===== src/rtl/regfile_pkg.sv =====
`default_nettype none
// ============================================================================
// regfile_pkg : shared sizes and encodings for the register-file writeback
//               scheduler
// Revision    : 1.0
// ============================================================================
package regfile_pkg;

    localparam int NREG  = 16;
    localparam int DW    = 18;
    localparam int SEL_W = 4;

    typedef enum logic [0:0] {
        CLR = 1'b0,
        RUN = 1'b1
    } state_t;

    typedef enum logic [0:0] {
        SRC_A = 1'b0,
        SRC_M = 1'b1
    } src_t;

endpackage
`default_nettype wire


===== src/rtl/wb_rr_arbiter.sv =====
`default_nettype none
// ============================================================================
// wb_rr_arbiter : 2-way round-robin grant between ALU and load writeback
// Revision      : 1.0
// ============================================================================
module wb_rr_arbiter
    import regfile_pkg::*;
(
    input  logic AValid,
    input  logic MValid,
    input  src_t LastGrant,
    output logic GrantA,
    output logic GrantM
);

    // Under contention the source that did not win last time is favoured.
    assign GrantA = AValid && (!MValid || (LastGrant == SRC_M));
    assign GrantM = MValid && (!AValid || (LastGrant == SRC_A));

endmodule
`default_nettype wire


===== src/rtl/regfile_wb_scheduler.sv =====
`default_nettype none
// ============================================================================
// regfile_wb_scheduler : shares the register-file write port between ALU and
//                        load writeback, runs the zero-clear, tracks hazards
// Revision             : 1.0
// ============================================================================
module regfile_wb_scheduler #(
    parameter int NREG = regfile_pkg::NREG,
    parameter int DW   = regfile_pkg::DW
) (
    input  logic                    Clock,
    input  logic                    ClearN,
    input  logic                    ClearReq,
    input  logic                    AValid,
    output logic                    AReady,
    input  logic [$clog2(NREG)-1:0] ASel,
    input  logic [DW-1:0]           AData,
    input  logic                    MValid,
    output logic                    MReady,
    input  logic [$clog2(NREG)-1:0] MSel,
    input  logic [DW-1:0]           MData,
    input  logic                    ResvValid,
    input  logic [$clog2(NREG)-1:0] ResvSel,
    input  logic [$clog2(NREG)-1:0] ReadSelect1,
    input  logic [$clog2(NREG)-1:0] ReadSelect2,
    output logic                    Stall,
    output logic [$clog2(NREG)-1:0] WriteSelect,
    output logic [DW-1:0]           WriteData,
    output logic                    WriteEnable,
    output logic                    Busy,
    output logic [NREG-1:0]         PendingMask
);

    import regfile_pkg::state_t;
    import regfile_pkg::src_t;
    import regfile_pkg::CLR;
    import regfile_pkg::RUN;
    import regfile_pkg::SRC_A;
    import regfile_pkg::SRC_M;

    localparam int SELW = $clog2(NREG);
    localparam logic [SELW-1:0] LAST_SEL = SELW'(NREG - 1);

    state_t            r_state;
    src_t              r_lastGrant;
    logic [SELW-1:0]   r_counter;
    logic [SELW-1:0]   r_writeSelect;
    logic [DW-1:0]     r_writeData;
    logic              r_writeEnable;
    logic              r_busy;
    logic [NREG-1:0]   r_pendingMask;

    logic              w_grantA;
    logic              w_grantM;
    logic              w_xferA;
    logic              w_xferM;
    logic [NREG-1:0]   w_setMask;
    logic [NREG-1:0]   w_clrMask;

    wb_rr_arbiter u_arb (
        .AValid    (AValid),
        .MValid    (MValid),
        .LastGrant (r_lastGrant),
        .GrantA    (w_grantA),
        .GrantM    (w_grantM)
    );

    assign AReady  = (r_state == RUN) && !ClearReq && w_grantA;
    assign MReady  = (r_state == RUN) && !ClearReq && w_grantM;
    assign w_xferA = AValid && AReady;
    assign w_xferM = MValid && MReady;

    assign w_setMask = ResvValid     ? (NREG'(1) << ResvSel)       : '0;
    assign w_clrMask = r_writeEnable ? (NREG'(1) << r_writeSelect) : '0;

    assign Stall       = r_pendingMask[ReadSelect1] | r_pendingMask[ReadSelect2];
    assign WriteSelect = r_writeSelect;
    assign WriteData   = r_writeData;
    assign WriteEnable = r_writeEnable;
    assign Busy        = r_busy;
    assign PendingMask = r_pendingMask;

    always_ff @(posedge Clock or negedge ClearN) begin
        if (!ClearN) begin
            r_state       <= CLR;
            r_lastGrant   <= SRC_M;
            r_counter     <= '0;
            r_writeSelect <= '0;
            r_writeData   <= '0;
            r_writeEnable <= 1'b0;
            r_busy        <= 1'b1;
            r_pendingMask <= '0;
        end else begin
            case (r_state)
                CLR: begin
                    r_pendingMask <= '0;
                    // Leave once the last zero-write has been presented for a cycle.
                    if (r_writeEnable && (r_writeSelect == LAST_SEL)) begin
                        r_state       <= RUN;
                        r_busy        <= 1'b0;
                        r_writeEnable <= 1'b0;
                    end else begin
                        r_writeEnable <= 1'b1;
                        r_writeSelect <= r_counter;
                        r_writeData   <= '0;
                        r_counter     <= (r_counter == LAST_SEL) ? '0 : r_counter + 1'b1;
                    end
                end
                default: begin
                    if (ClearReq) begin
                        r_state       <= CLR;
                        r_busy        <= 1'b1;
                        r_counter     <= '0;
                        r_pendingMask <= '0;
                        r_writeEnable <= 1'b0;
                    end else begin
                        // Reservation takes priority over a same-cycle retire.
                        r_pendingMask <= (r_pendingMask & ~w_clrMask) | w_setMask;
                        if (w_xferA) begin
                            r_writeEnable <= 1'b1;
                            r_writeSelect <= ASel;
                            r_writeData   <= AData;
                            r_lastGrant   <= SRC_A;
                        end else if (w_xferM) begin
                            r_writeEnable <= 1'b1;
                            r_writeSelect <= MSel;
                            r_writeData   <= MData;
                            r_lastGrant   <= SRC_M;
                        end else begin
                            r_writeEnable <= 1'b0;
                        end
                    end
                end
            endcase
        end
    end

endmodule
`default_nettype wire


===== config.mk =====
export PLATFORM = sky130hd
export DESIGN_NAME = regfile_wb_scheduler
export DESIGN_NICKNAME = d
export VERILOG_FILES = /design/src/rtl/regfile_pkg.sv /design/src/rtl/wb_rr_arbiter.sv /design/src/rtl/regfile_wb_scheduler.sv
export SDC_FILE = /design/constraint.sdc
export NUM_CORES = 1
export LEC_CHECK = 0
export ABC_CLOCK_PERIOD_IN_PS = 2900
export CAP_MARGIN = 15
export CELL_PAD_IN_SITES_DETAIL_PLACEMENT = 1
export CELL_PAD_IN_SITES_GLOBAL_PLACEMENT = 2
export CORE_AREA = 2 2 99 101
export CTS_BUF_LIST = sky130_fd_sc_hd__clkbuf_4
export DETAILED_ROUTE_END_ITERATION = 12
export DIE_AREA = 0 0 101 103
export PLACE_DENSITY = 0.89
export SYNTH_ARGS = -nofsm -noshare
export SYNTH_HDL_FRONTEND = slang
export SYNTH_HIERARCHICAL = 1
export SYNTH_SLANG_ARGS = --single-unit

===== constraint.sdc =====
create_clock -name Clock -period 2.9 [get_ports Clock]
set_input_delay 0.58 -clock Clock [delete_from_list [all_inputs] [get_ports Clock]]
set_output_delay 0.58 -clock Clock [all_outputs]
set_load 0.01 [all_outputs]

==> results.json <==
{
  "status": "finished clean",
  "setup-violations-final": 0,
  "period_needed_ns": 2.75,
  "crit_path_top_delay_cell": "clkdlybuf4s50_1",
  "p_leak_nw": 1.64,
  "rsz0062_at_grt": "false",
  "end_kind": "output port",
  "antennaDiodeCount": 0,
  "worst-setup-path-type": "input port to output port",
  "synth_edf_count": 0,
  "die_height_um": 103,
  "vias_per_cell": 5.10,
  "grtUsageTotal": 0.160,
  "grt_remaining_overflow": 0,
  "hold_violations": 0,
  "globalplace.congestion": 0.830,
  "worstHoldPathType": "input port to asynchronous set/reset pin",
  "maxSlewHeadroom": 0.583,
  "htreeDepth": 2,
  "start_util": 0.270,
  "rows": 36,
  "yosysTopAreaCell": "dfrtp_1",
  "synth_area_um2": 2560,
  "cts.path.max_buffers": 2,
  "area_growth_syn_to_layout_pct": 50.0,
  "wl_per_cell_um": 17.1,
  "syn_avg_cell_area_um2": 10.3,
  "cts_tree": "built",
  "drc_errors": 0,
  "synth.area.top_cells": "dfrtp_1, mux2i_1, mux4_2, a21o_1, o21ai_0",
  "place_ws_ns": -0.293,
  "clk_latency_ns": 0.37,
  "drive_gt1_frac": 0.106,
  "slowest_delay_ns": 0.56,
  "antenna_found_initial": 0,
  "synthArstFlopShare": 1.00,
  "vdd_drop_max_mv": 0.173,
  "tightest_slew_ns": 0.625,
  "intPower_w": 0.00135,
  "start_kind": "input port",
  "grt_max_degree": 27,
  "first_pass_iters": 4,
  "layout.nets": 421,
  "post-route-cell-area_um2": 3830,
  "synth_common_cells": "dfrtp_1, nand2_1, mux2i_1",
  "pwr-share-comb": 0.423,
  "cp.required_ns": 2.32,
  "synth_cells": 248,
  "dieArea_um2": 10400,
  "seq_area_frac_synth": 0.451,
  "cp_max_fo": 4,
  "cts-buffers-inserted": 5,
  "p_sw_frac": 0.383,
  "skew_ns": 0.0160,
  "tns_ns": 0,
  "path_cells": "clkdlybuf4s50_1 -> a21boi_0 -> and2_1 -> clkdlybuf4s50_1",
  "cap_violations": 0,
  "dpl_cell_area_um2": 3750,
  "pwr-share-seq": 0.390,
  "synth_seq_cells": 46,
  "cp_data_arrival_time_ns": 2.17,
  "yosys_warnings": 6,
  "pwr-share-clk": 0.187,
  "final_antenna_net_count": 0,
  "cts-root-buf": "clkbuf_4",
  "grt_pass1_vias": 2596,
  "syn-num-nets": 311,
  "hpwl_um": 6250,
  "power_density_nw_per_um2": 571,
  "numPortBuffers": 104,
  "drtIter0Drc": 75,
  "yosysUniqueCellTypes": 41,
  "io_pins": 105,
  "die-width_um": 101,
  "clk_pin_slew_ns": 0.16,
  "fin_ws_ns": 0.150,
  "yosysMostFrequentCell": "dfrtp_1",
  "post-synth-top-area-fraction": 0.431,
  "vias": 2411,
  "crit_top_cell": "clkdlybuf4s50_1",
  "core_um2": 9460,
  "switchingPower_w": 0.000838,
  "grt_pass1_wl_um": 13000,
  "synth_ff_type": "dfrtp_1",
  "max_freq_ghz": 0.364,
  "finalMaxSlewViolations": 0,
  "cts_num_sinks": 46,
  "wirelength_um": 8070,
  "timing.final.crit_share": 0.948
}
layer usage:
| layer | track usage | vias up | part of all wire |
|---|---|---|---|
| met5 | 0 | - | 0 |
| met4 | 0.0447 | 0 | 0.018 |
| met3 | 0.0515 | 16 | 0.078 |
| met2 | 0.288 | 90 | 0.50 |
| met1 | 0.184 | 1185 | 0.40 |
| li1 | - | 1120 | - |
cells by family after synthesis:
family                     Yosys count  synth area share
xor gates and xnor gates             1           0.00343
muxes                               36             0.183
AOI/OAI and AO/OA                   70             0.170
adders and majority gates            1           0.00489
and+or+nand+nor                     78             0.154
buffers and inverters               16            0.0343
DFF                                 46             0.451
flip-flops by register name, summed over array words and instances, names as in the netlist:
signal       count
Busy             1
PendingMask     16
WriteData       18
WriteEnable      1
WriteSelect      4
r_counter        4
r_lastGrant      1
r_state          1
critical path, delay by kind of cell:
family                 cells  cell delay, ns
buffers and inverters      2            1.12
AND/OR/NAND/NOR            1            0.20
AO/OA/AOI/OAI              1            0.27
repair_timing:
item | CTS | global route
hold buffers | 0 | 0
resized for setup | 4 | 1
endpoints found under the setup margin | 1 | 1
setup buffers | 0 | 0
cell type report:
class                           instances  area (um^2)
Sequential cell                        46         1150
Multi-Input combinational cell        186         1320
Clock inverter                          3         45.0
Tap cell                              114          143
Inverter                                3         11.3
Timing Repair Buffer                  116         1130
Clock buffer                            5         37.5
Fill cell                            1085         5630
final timing paths:
path,start,end,slack [ns],cells after the start
worst max-delay path,MValid,MReady,0.15,4
worst min-delay path,ClearN,PendingMask[13],0.15,1
worst max register to register,WriteSelect[3],WriteSelect[1],0.84,4
worst min register to register,WriteData[10],WriteData[10],0.50,1
max in group asynchronous,ClearN,r_lastGrant,1.95,2
min in group Clock,WriteData[10],WriteData[10],0.50,1
layout by cell type, fill, tap and decap left out, types with 4 or more instances in the layout:
cell,synthesis,layout
a21oi_1,19,19
nor2_1,7,7
o21ai_0,21,21
mux2_2,4,4
dfrtp_1,44,44
a31oi_1,5,5
clkdlybuf4s50_1,0,99
nand3_1,6,6
mux4_2,8,8
nand2_1,26,26
a21o_1,18,18
mux2i_1,23,23
buf_4,2,11
and2_1,4,4
clkbuf_4,0,5
nor3_1,18,18
power groups by stage:
stage / clock network, W / logic [W] / registers [W]
after floorplan: 0 / 0.000515 / 0.000858
after global placement: 0 / 0.000909 / 0.000861
after detailed placement: 0 / 0.000932 / 0.000866
after CTS: 0.000427 / 0.000938 / 0.000856
after global routing: 0.000448 / 0.00102 / 0.000873
final: 0.000409 / 0.000926 / 0.000853
through the flow:
step	util	instances	power, W	hold slack [ns]
floorplan	-	248	0.00137	0.284
global placement	0.396	465	0.00177	0.458
detailed placement	0.396	465	0.00180	0.468
CTS	0.405	473	0.00222	0.158
global route	0.405	473	0.00234	0.155
finish	0.405	473	0.00219	0.151
No activity file was read; power rests on OpenSTA's default activity.
